--- src/rtl/fetch_pkg.sv ---
// fetch_pkg
// Shared constants and entry type for the fetch-to-decode instruction queue.
// Contents:
//   N        - PC width in bits
//   IW       - instruction width in bits
//   FQ_DEPTH - default queue depth (power of two, >= 2)
//   fq_entry_t - one stored {pc, instr} pair
package fetch_pkg;

  localparam int N        = 64;
  localparam int IW       = 32;
  localparam int FQ_DEPTH = 4;

  typedef struct packed {
    logic [N-1:0]  pc;
    logic [IW-1:0] instr;
  } fq_entry_t;

endpackage

--- src/rtl/fetch_queue_mem.sv ---
// fetch_queue_mem
// Entry storage for fetch_queue: DEPTH x fq_entry_t register array with one
// synchronous write port and one asynchronous read port. Contents are never
// reset; the owning queue only reads slots it has written.
// Ports:
//   clk   in  - clock, write on rising edge
//   we    in  - write enable
//   waddr in  - write slot index
//   wdata in  - entry to store
//   raddr in  - read slot index
//   rdata out - entry at raddr (combinational)
module fetch_queue_mem
  import fetch_pkg::*;
#(
  parameter int DEPTH = FQ_DEPTH,
  parameter int AW    = $clog2(DEPTH)
) (
  input  logic            clk,
  input  logic            we,
  input  logic [AW-1:0]   waddr,
  input  fq_entry_t       wdata,
  input  logic [AW-1:0]   raddr,
  output fq_entry_t       rdata
);

  fq_entry_t mem_q [DEPTH];

  always_ff @(posedge clk) begin
    if (we) begin
      mem_q[waddr] <= wdata;
    end
  end

  assign rdata = mem_q[raddr];

endmodule

--- src/rtl/fetch_queue.sv ---
// fetch_queue
// In-order instruction queue between fetch and decode. Captures {PC, instr}
// pairs from fetch, presents the oldest to decode with valid/ready, stalls
// fetch when full and drops everything on a taken-branch flush.
// N and IW must match the fetch_pkg constants, since storage uses fq_entry_t.
// Optional feature: FETCH_QUEUE_BYPASS_EN - when the queue is empty, an
// incoming entry is passed straight to decode in the same cycle and is only
// stored if decode does not take it.
// Ports:
//   clk         in  - clock
//   reset       in  - synchronous active-high reset
//   imem_addr_F in  - PC of the instruction being pushed
//   instr_F     in  - instruction word at imem_addr_F
//   valid_F     in  - fetch presents an entry
//   stall_F     out - queue full, fetch must hold
//   flush       in  - taken branch, drop all entries
//   pc_D        out - PC of head entry (0 when empty)
//   instr_D     out - instruction of head entry (0 when empty)
//   valid_D     out - head entry valid
//   ready_D     in  - decode accepts head entry
//   count       out - number of stored entries
module fetch_queue #(
  parameter int N     = fetch_pkg::N,
  parameter int IW    = fetch_pkg::IW,
  parameter int DEPTH = fetch_pkg::FQ_DEPTH
) (
  input  logic                       clk,
  input  logic                       reset,
  input  logic [N-1:0]               imem_addr_F,
  input  logic [IW-1:0]              instr_F,
  input  logic                       valid_F,
  output logic                       stall_F,
  input  logic                       flush,
  output logic [N-1:0]               pc_D,
  output logic [IW-1:0]              instr_D,
  output logic                       valid_D,
  input  logic                       ready_D,
  output logic [$clog2(DEPTH+1)-1:0] count
);

  import fetch_pkg::*;

  localparam int AW = $clog2(DEPTH);
  localparam int CW = $clog2(DEPTH+1);

  logic [AW-1:0] rd_q, rd_d;
  logic [AW-1:0] wr_q, wr_d;
  logic [CW-1:0] count_q, count_d;

  logic      q_valid;
  logic      push;
  logic      pop;
  fq_entry_t wdata;
  fq_entry_t rdata;

  assign stall_F = (count_q == CW'(DEPTH));
  assign q_valid = (count_q != '0);
  assign count   = count_q;

  assign wdata.pc    = imem_addr_F;
  assign wdata.instr = instr_F;

  // pop only depends on the stored head; in bypass mode an empty queue never
  // pops, the pass-through entry is handled by suppressing the push instead.
  assign pop = q_valid & ready_D & ~flush;

`ifdef FETCH_QUEUE_BYPASS_EN
  logic byp_act;

  assign byp_act = ~q_valid & valid_F & ~flush;
  assign push    = valid_F & ~stall_F & ~flush & ~(byp_act & ready_D);
  assign valid_D = q_valid | byp_act;
  assign pc_D    = byp_act ? imem_addr_F : (q_valid ? rdata.pc    : '0);
  assign instr_D = byp_act ? instr_F     : (q_valid ? rdata.instr : '0);
`else
  assign push    = valid_F & ~stall_F & ~flush;
  assign valid_D = q_valid;
  assign pc_D    = q_valid ? rdata.pc    : '0;
  assign instr_D = q_valid ? rdata.instr : '0;
`endif

  always_comb begin
    rd_d    = rd_q;
    wr_d    = wr_q;
    count_d = count_q;
    if (flush) begin
      rd_d    = '0;
      wr_d    = '0;
      count_d = '0;
    end else begin
      if (push) wr_d = wr_q + AW'(1);
      if (pop)  rd_d = rd_q + AW'(1);
      if (push && !pop)      count_d = count_q + CW'(1);
      else if (pop && !push) count_d = count_q - CW'(1);
    end
  end

  always_ff @(posedge clk) begin
    if (reset) begin
      rd_q    <= '0;
      wr_q    <= '0;
      count_q <= '0;
    end else begin
      rd_q    <= rd_d;
      wr_q    <= wr_d;
      count_q <= count_d;
    end
  end

  // Writes during reset are harmless: pointers restart at 0 and count is 0.
  fetch_queue_mem #(
    .DEPTH (DEPTH),
    .AW    (AW)
  ) u_mem (
    .clk   (clk),
    .we    (push),
    .waddr (wr_q),
    .wdata (wdata),
    .raddr (rd_q),
    .rdata (rdata)
  );

endmodule

--- config.mk ---
export PLATFORM = sky130hd
export DESIGN_NAME = fetch_queue
export DESIGN_NICKNAME = d
export VERILOG_FILES = /design/src/rtl/fetch_pkg.sv /design/src/rtl/fetch_queue_mem.sv /design/src/rtl/fetch_queue.sv
export SDC_FILE = /design/constraint.sdc
export NUM_CORES = 1
export LEC_CHECK = 0
export BUFFER_PORTS_ARGS = -buffer_cell sky130_fd_sc_hd__buf_2
export CORE_UTILIZATION = 59
export CTS_CLUSTER_DIAMETER = 40
export DETAILED_ROUTE_END_ITERATION = 10
export HOLD_SLACK_MARGIN = 0.03
export PLACE_DENSITY = 0.81
export SLEW_MARGIN = 15
export SYNTH_ARGS = -nofsm -noshare
export SYNTH_HDL_FRONTEND = slang
export SYNTH_HIERARCHICAL = 1
export SYNTH_SLANG_ARGS = --single-unit
--- constraint.sdc ---
create_clock -name clk -period 19.5 [get_ports clk]
set_clock_uncertainty 0.15 [all_clocks]
set_input_delay 0 -clock clk [delete_from_list [all_inputs] [get_ports clk]]
set_output_delay 0 -clock clk [all_outputs]
set_load 0.01 [all_outputs]
# After elaboration in Yosys (flattened, before gate mapping)
# Memory sizes are Yosys's and may differ from the RTL's. A register that Yosys moved wholly into a read port is not among the register bits.
# Cells that the tools add are included.
dict set report op_classes {
  mux 8
  n_eq_ne 1
  bitwise_logic 6
  n_addsub 4
  reduce_logical 7
}
# operator count
set op_table {}
lappend op_table {{$mux W64} 1}
lappend op_table {{$mux W32} 1}
lappend op_table {{$mux W3} 2}
lappend op_table {{$add A2 B1 Y2 const B} 2}
lappend op_table {{$and A1 B1 Y1} 4}
lappend op_table {{$mux W2} 2}
lappend op_table {{$add A3 B1 Y3 const B} 1}
lappend op_table {{$eq A3 B3 Y1 const B} 1}
lappend op_table {{$reduce_bool A3 Y1} 1}
lappend op_table {{$sub A3 B1 Y3 const B} 1}
lappend op_table {{$logic_and A1 B1 Y1} 2}
lappend op_table {{$logic_not A1 Y1} 2}
lappend op_table {{$mux W1} 2}
lappend op_table {{$not A1 Y1} 2}
lappend op_table {{$reduce_bool A2 Y1} 1}
lappend op_table {{$reduce_or A2 Y1} 1}
dict set report word_totals {
  reg_bits 7
  output_inout_bits 101
  n_memories 1
  mem_bits_rw 384
}
# memory depth word_bits rd rd_clocked_by_memory_dff wr line_no
set memory_table {}
lappend memory_table {u_mem.mem_q 4 96 1 1 1 fetch_queue_mem.sv:26} ;# fq_entry_t mem_q [DEPTH];

# Longest topological paths before layout
dict set report depth {
  depth_word 8
  ltp_mapped 8
  mapped_depth_nobuf 8
}

# Hierarchy
# The synthesis kept the hierarchy.
# module seq_area_each_um2 area_each_um2 n_inst cells_each
set modules_own_cells {}
lappend modules_own_cells {fetch_queue_mem 11531.1 13874.6 1 506}
lappend modules_own_cells {fetch_queue 140.1 1101.1 1 146}

# Worst setup path before layout
# No wires, ideal clock.
dict set report synth_path {
  path_type {register -> register}
  startpoint {reg count_q[0], in the netlist count[0]}
  endpoint {mem u_mem/mem_q[0][0] (netlist bit), enable pin}
  path_stages_with_launch 4
  n_path_buf 0
  setup_time_ps 688
  synth_period_minus_slack_ps 8815
  t_required_ps 18662
  path_slack_ps 10685
  t_arrival_ps 7977
  path_cell_list {dfxtp_1 nor3b_1 nor3_1 nor3b_1}
}
dict set report synth_via {
  elab_chain_len 6
}
# item line_no
set synth_rtl {}
lappend synth_rtl {{from (decl)} fetch_queue.sv:48} ;# logic [CW-1:0] count_q, count_d;
lappend synth_rtl {{from (signal assigned)} fetch_queue.sv:106} ;# count_q <= count_d;
lappend synth_rtl {{$eq A3 B3 Y1} fetch_queue.sv:56} ;# assign stall_F = (count_q == CW'(DEPTH));
lappend synth_rtl {{named net stall_F} fetch_queue.sv:32} ;# output logic stall_F,
lappend synth_rtl {{$not A1 Y1} fetch_queue.sv:76} ;# assign push = valid_F & ~stall_F & ~flush;
lappend synth_rtl {{$and A1 B1 Y1 (2 in series)} fetch_queue.sv:76}
lappend synth_rtl {{named net push} fetch_queue.sv:51} ;# logic push;
lappend synth_rtl {{$mux W1} fetch_queue_mem.sv:29} ;# if (we) begin
lappend synth_rtl {{$mux W1 (implied by the code)} fetch_queue_mem.sv:30} ;# mem_q[waddr] <= wdata;
lappend synth_rtl {{to (decl)} fetch_queue_mem.sv:26}
# The timed path passes the listed nets, and every way through them passes these cells.

# Worst setup path in the final report
dict set report layout_path {
  startpoint {reg count_q[0], in the netlist count[0]}
  endpoint {mem u_mem/mem_q[1][35] (netlist bit), enable pin}
}
dict set report layout_via {
  elab_chain_len 6
}
# item line_no
set layout_rtl {}
lappend layout_rtl {{$eq A3 B3 Y1} fetch_queue.sv:56}
lappend layout_rtl {{$not A1 Y1} fetch_queue.sv:76}
lappend layout_rtl {{$and A1 B1 Y1 (2 in series)} fetch_queue.sv:76}
lappend layout_rtl {{named net push} fetch_queue.sv:51}
lappend layout_rtl {{$mux W1} fetch_queue_mem.sv:29}
lappend layout_rtl {{$mux W1 (implied by the code)} fetch_queue_mem.sv:30}
# The timed path passes the listed nets, and every way through them passes these cells.

==> impl_metrics.py <==
metrics = {
    "floorplanning": {
        "rows": 57,
        "die_y_microns": 161,
        "core_sq_mm": 0.0246,
        "initial_utilization": 0.609,
        "io-pin-count": 202,
        "die-area_sq_mm": 0.0260,
        "dieWidth_microns": 161,
    },
    "routing": {
        "drt_iter0_markers": 577,
        "drc": 0,
        "dr_total_vias": 7647,
        "ant_nets": 0,
        "drt_pre_antenna_iters": 5,
        "routed_wl_mm": 29.8,
        "routed_via_density": 5.75,
        "wl_per_cell_microns": 22.4,
    },
    "timing": {
        "tightest_slew_ns": 1.10,
        "rsz0062_at_grt": "no",
        "setup_violations": 0,
        "slew_headroom": 0.266,
        "tns_ns": 0,
        "finalHoldViolations": 0,
        "period_needed_ns": 3.25,
        "drv_slew": 0,
        "fmax_mhz": 308,
        "fin_crit_sh": 0.167,
    },
    "worst_setup_path": {
        "crit_path_start_kind": "flop",
        "crit_path_end_kind": "flop",
        "critPathBufInv": 1,
        "cpMaxStageDelayCell": "and3b_4",
        "critPathMaxStageDelay_ns": 0.80,
        "cp_top_family": "simple AND/OR/NAND/NOR gates",
        "worst-path-max-fanout": 52,
        "r2r_start": "count[0]",
        "r2r-end": "u_mem/mem_q[1][35]",
        "reg2reg_setup_slack_ns": 16.25,
        "ff2ff_path_depth": 4,
        "crit_type": "reg2reg",
        "cp.required_ns": 19.48,
        "arrival_ns": 3.24,
        "path_cells": "nor3b_1 -> nor3_1 -> and3b_4 -> buf_4",
    },
    "synth": {
        "synth_area_sq_mm": 0.0150,
        "synthTopCellsByCount": "edfxtp_1 (384), mux4_2 (96), and2_1 (66), and2_4 (30)",
        "synth_edf_count": 384,
        "synthArstFlopShare": 0,
        "yosys_register_bits": 391,
        "yosysMostFrequentCell": "edfxtp_1",
        "netlist_top_cells_area": "edfxtp_1 (77%), mux4_2 (14%), and2_1 (2.8%)",
        "synth_top_cell_by_area": "edfxtp_1",
        "syn_inst": 652,
        "ys_seq_area_frac": 0.779,
        "synthDominantCellAreaShare": 0.770,
        "synth_area_per_cell_sq_um": 23.0,
        "ys.flop_type": "edfxtp_1",
        "ys_types": 27,
        "yosysWarningCount": 6,
        "syn-num-nets": 755,
    },
    "clock_tree": {
        "clock_sinks": 391,
        "cts_buffers": 43,
        "insertion_delay_ns": 0.52,
        "root_buffer": "clkbuf_16",
        "clk_path_buf_depth": 3,
        "clk_pin_slew_ns": 0.05,
        "cts_tree": "done",
        "cts_max_level": 2,
    },
    "power_and_ir_drop": {
        "switching_share": 0.205,
        "combPwrFrac": 0.067,
        "clockPowerShare": 0.410,
        "p_int_w": 0.00144,
        "p_switching_w": 0.000370,
        "power.density_mw_per_mm2": 97.0,
        "seqPwrFrac": 0.523,
        "power.leakage_nw": 6.51,
        "vdd_ir_drop_max_uv": 90.9,
    },
    "cells_and_area": {
        "num-nets-final": 1079,
        "area_growth_pct": 24.3,
        "n_fill_cell": 1331,
        "layout-drive-gt1-share": 0.402,
        "n_antenna_cell": 0,
        "fin_area_sq_mm": 0.0186,
    },
    "placement": {
        "gp_congestion": 0.736,
        "placed_area_sq_mm": 0.0163,
        "dp_hpwl_mm": 16.3,
        "port_buffers": 201,
    },
    "run_status": {
        "status": "completed",
    },
    "min_path": {
        "hold_end": "u_mem/mem_q[3][85]",
        "hold_class": "in2reg",
        "worstHoldStart": "imem_addr_F[53]",
        "holdPathStages": 2,
    },
    "global_routing": {
        "grt_max_degree": 98,
        "overflow": 0,
        "grt_use_total": 0.233,
        "grt_pass1_vias": 8114,
        "antenna_found_initial": 0,
        "grt_pass1_wl_mm": 45.4,
    },
    "run": {
        "max-cap-violations": 0,
    },
}
per-stage QoR:
step | power, W | hold slack, ns | worst slack [ns] | cells | util
after floorplan | 0.00102 | -0.0511 | 10.69 | 652 | -
after detailed placement | 0.00107 | 0.0675 | 16.27 | 1151 | 0.660
final | 0.00181 | 0.0832 | 16.25 | 1329 | 0.757
after global placement | 0.00106 | 0.0580 | 16.39 | 1151 | 0.660
after CTS | 0.00182 | 0.0611 | 16.23 | 1328 | 0.756
after global routing | 0.00186 | 0.0684 | 16.03 | 1329 | 0.757
worst max path at each step:
stage | depth (start not counted) | slack, ns | to | start
after CTS | 4 | 16.23 | u_mem/mem_q[1][35] | count[0]
after detailed placement | 4 | 16.27 | u_mem/mem_q[1][53] | count[0]
final | 4 | 16.25 | u_mem/mem_q[1][35] | count[0]
after global routing | 4 | 16.03 | u_mem/mem_q[1][35] | count[0]
after global placement | 4 | 16.39 | u_mem/mem_q[1][35] | count[0]
after floorplan | 3 | 10.69 | u_mem/mem_q[0][0] | count[0]
sequential cells by signal (all words and copies together), names as in the netlist:
name         flops
count            3
u_mem/mem_q    384
rd_q             2
wr_q             2
logic make-up after synthesis:
group / count (synthesis) / synth area share
AOI/OAI and AO/OA: 8 / 0.00343
xor gates and xnor gates: 4 / 0.00234
adders and majority gates: 2 / 0.00217
DFF: 391 / 0.779
and+or+nand+nor: 114 / 0.0521
buffers and inverters: 36 / 0.0156
muxes: 97 / 0.145
per-layer routing:
layer	vias to the layer above	wire [microns]	part of all wire	global-route usage
met1	3897	11400	0.38	0.303
met3	44	2510	0.084	0.0591
met4	0	489	0.016	0.0613
li1	3320	-	-	-
met5	-	0	0	0
met2	386	15400	0.52	0.398
area by class of cell:
class,count,area [sq um],area share
Clock buffer,53,1160,0.0621
Clock inverter,21,155,0.00833
Inverter,2,7.51,0.000403
Multi-Input combinational cell,225,3090,0.166
Sequential cell,391,11700,0.627
Tap cell,324,405,0.0218
Timing Repair Buffer,313,2120,0.114
what timing repair did:
| item | in CTS | in global routing |
|---|---|---|
| endpoints found under the setup margin | 0 | 0 |
| endpoints found under the hold margin | 407 | 0 |
| hold buffers | 103 | 0 |
| gates resized for setup | 0 | 0 |
| setup buffers | 0 | 0 |
power by group through the flow:
stage                     Combinational [W]  Clock (W)  Sequential (W)
final                              0.000121   0.000740        0.000944
after global routing               0.000130   0.000787        0.000945
after CTS                          0.000121   0.000752        0.000944
after detailed placement           0.000104          0        0.000961
after global placement            0.0000997          0        0.000960
after floorplan                   0.0000603          0        0.000962
cells in the final DEF, fill, tap and decap left out, types with 3 or more instances in the layout:
cell type and n:
clkinv_2 5, clkbuf_16 45, and2_1 66, dfxtp_1 5
xor2_1 4, or3_1 3, clkbuf_1 8, clkinv_4 4
edfxtp_1 384, mux4_2 96, clkinv_1 7, and2_4 30
nor2_1 5, buf_4 8, dlygate4sd3_1 103, buf_2 201
No activity file was read; power rests on OpenSTA's default activity.
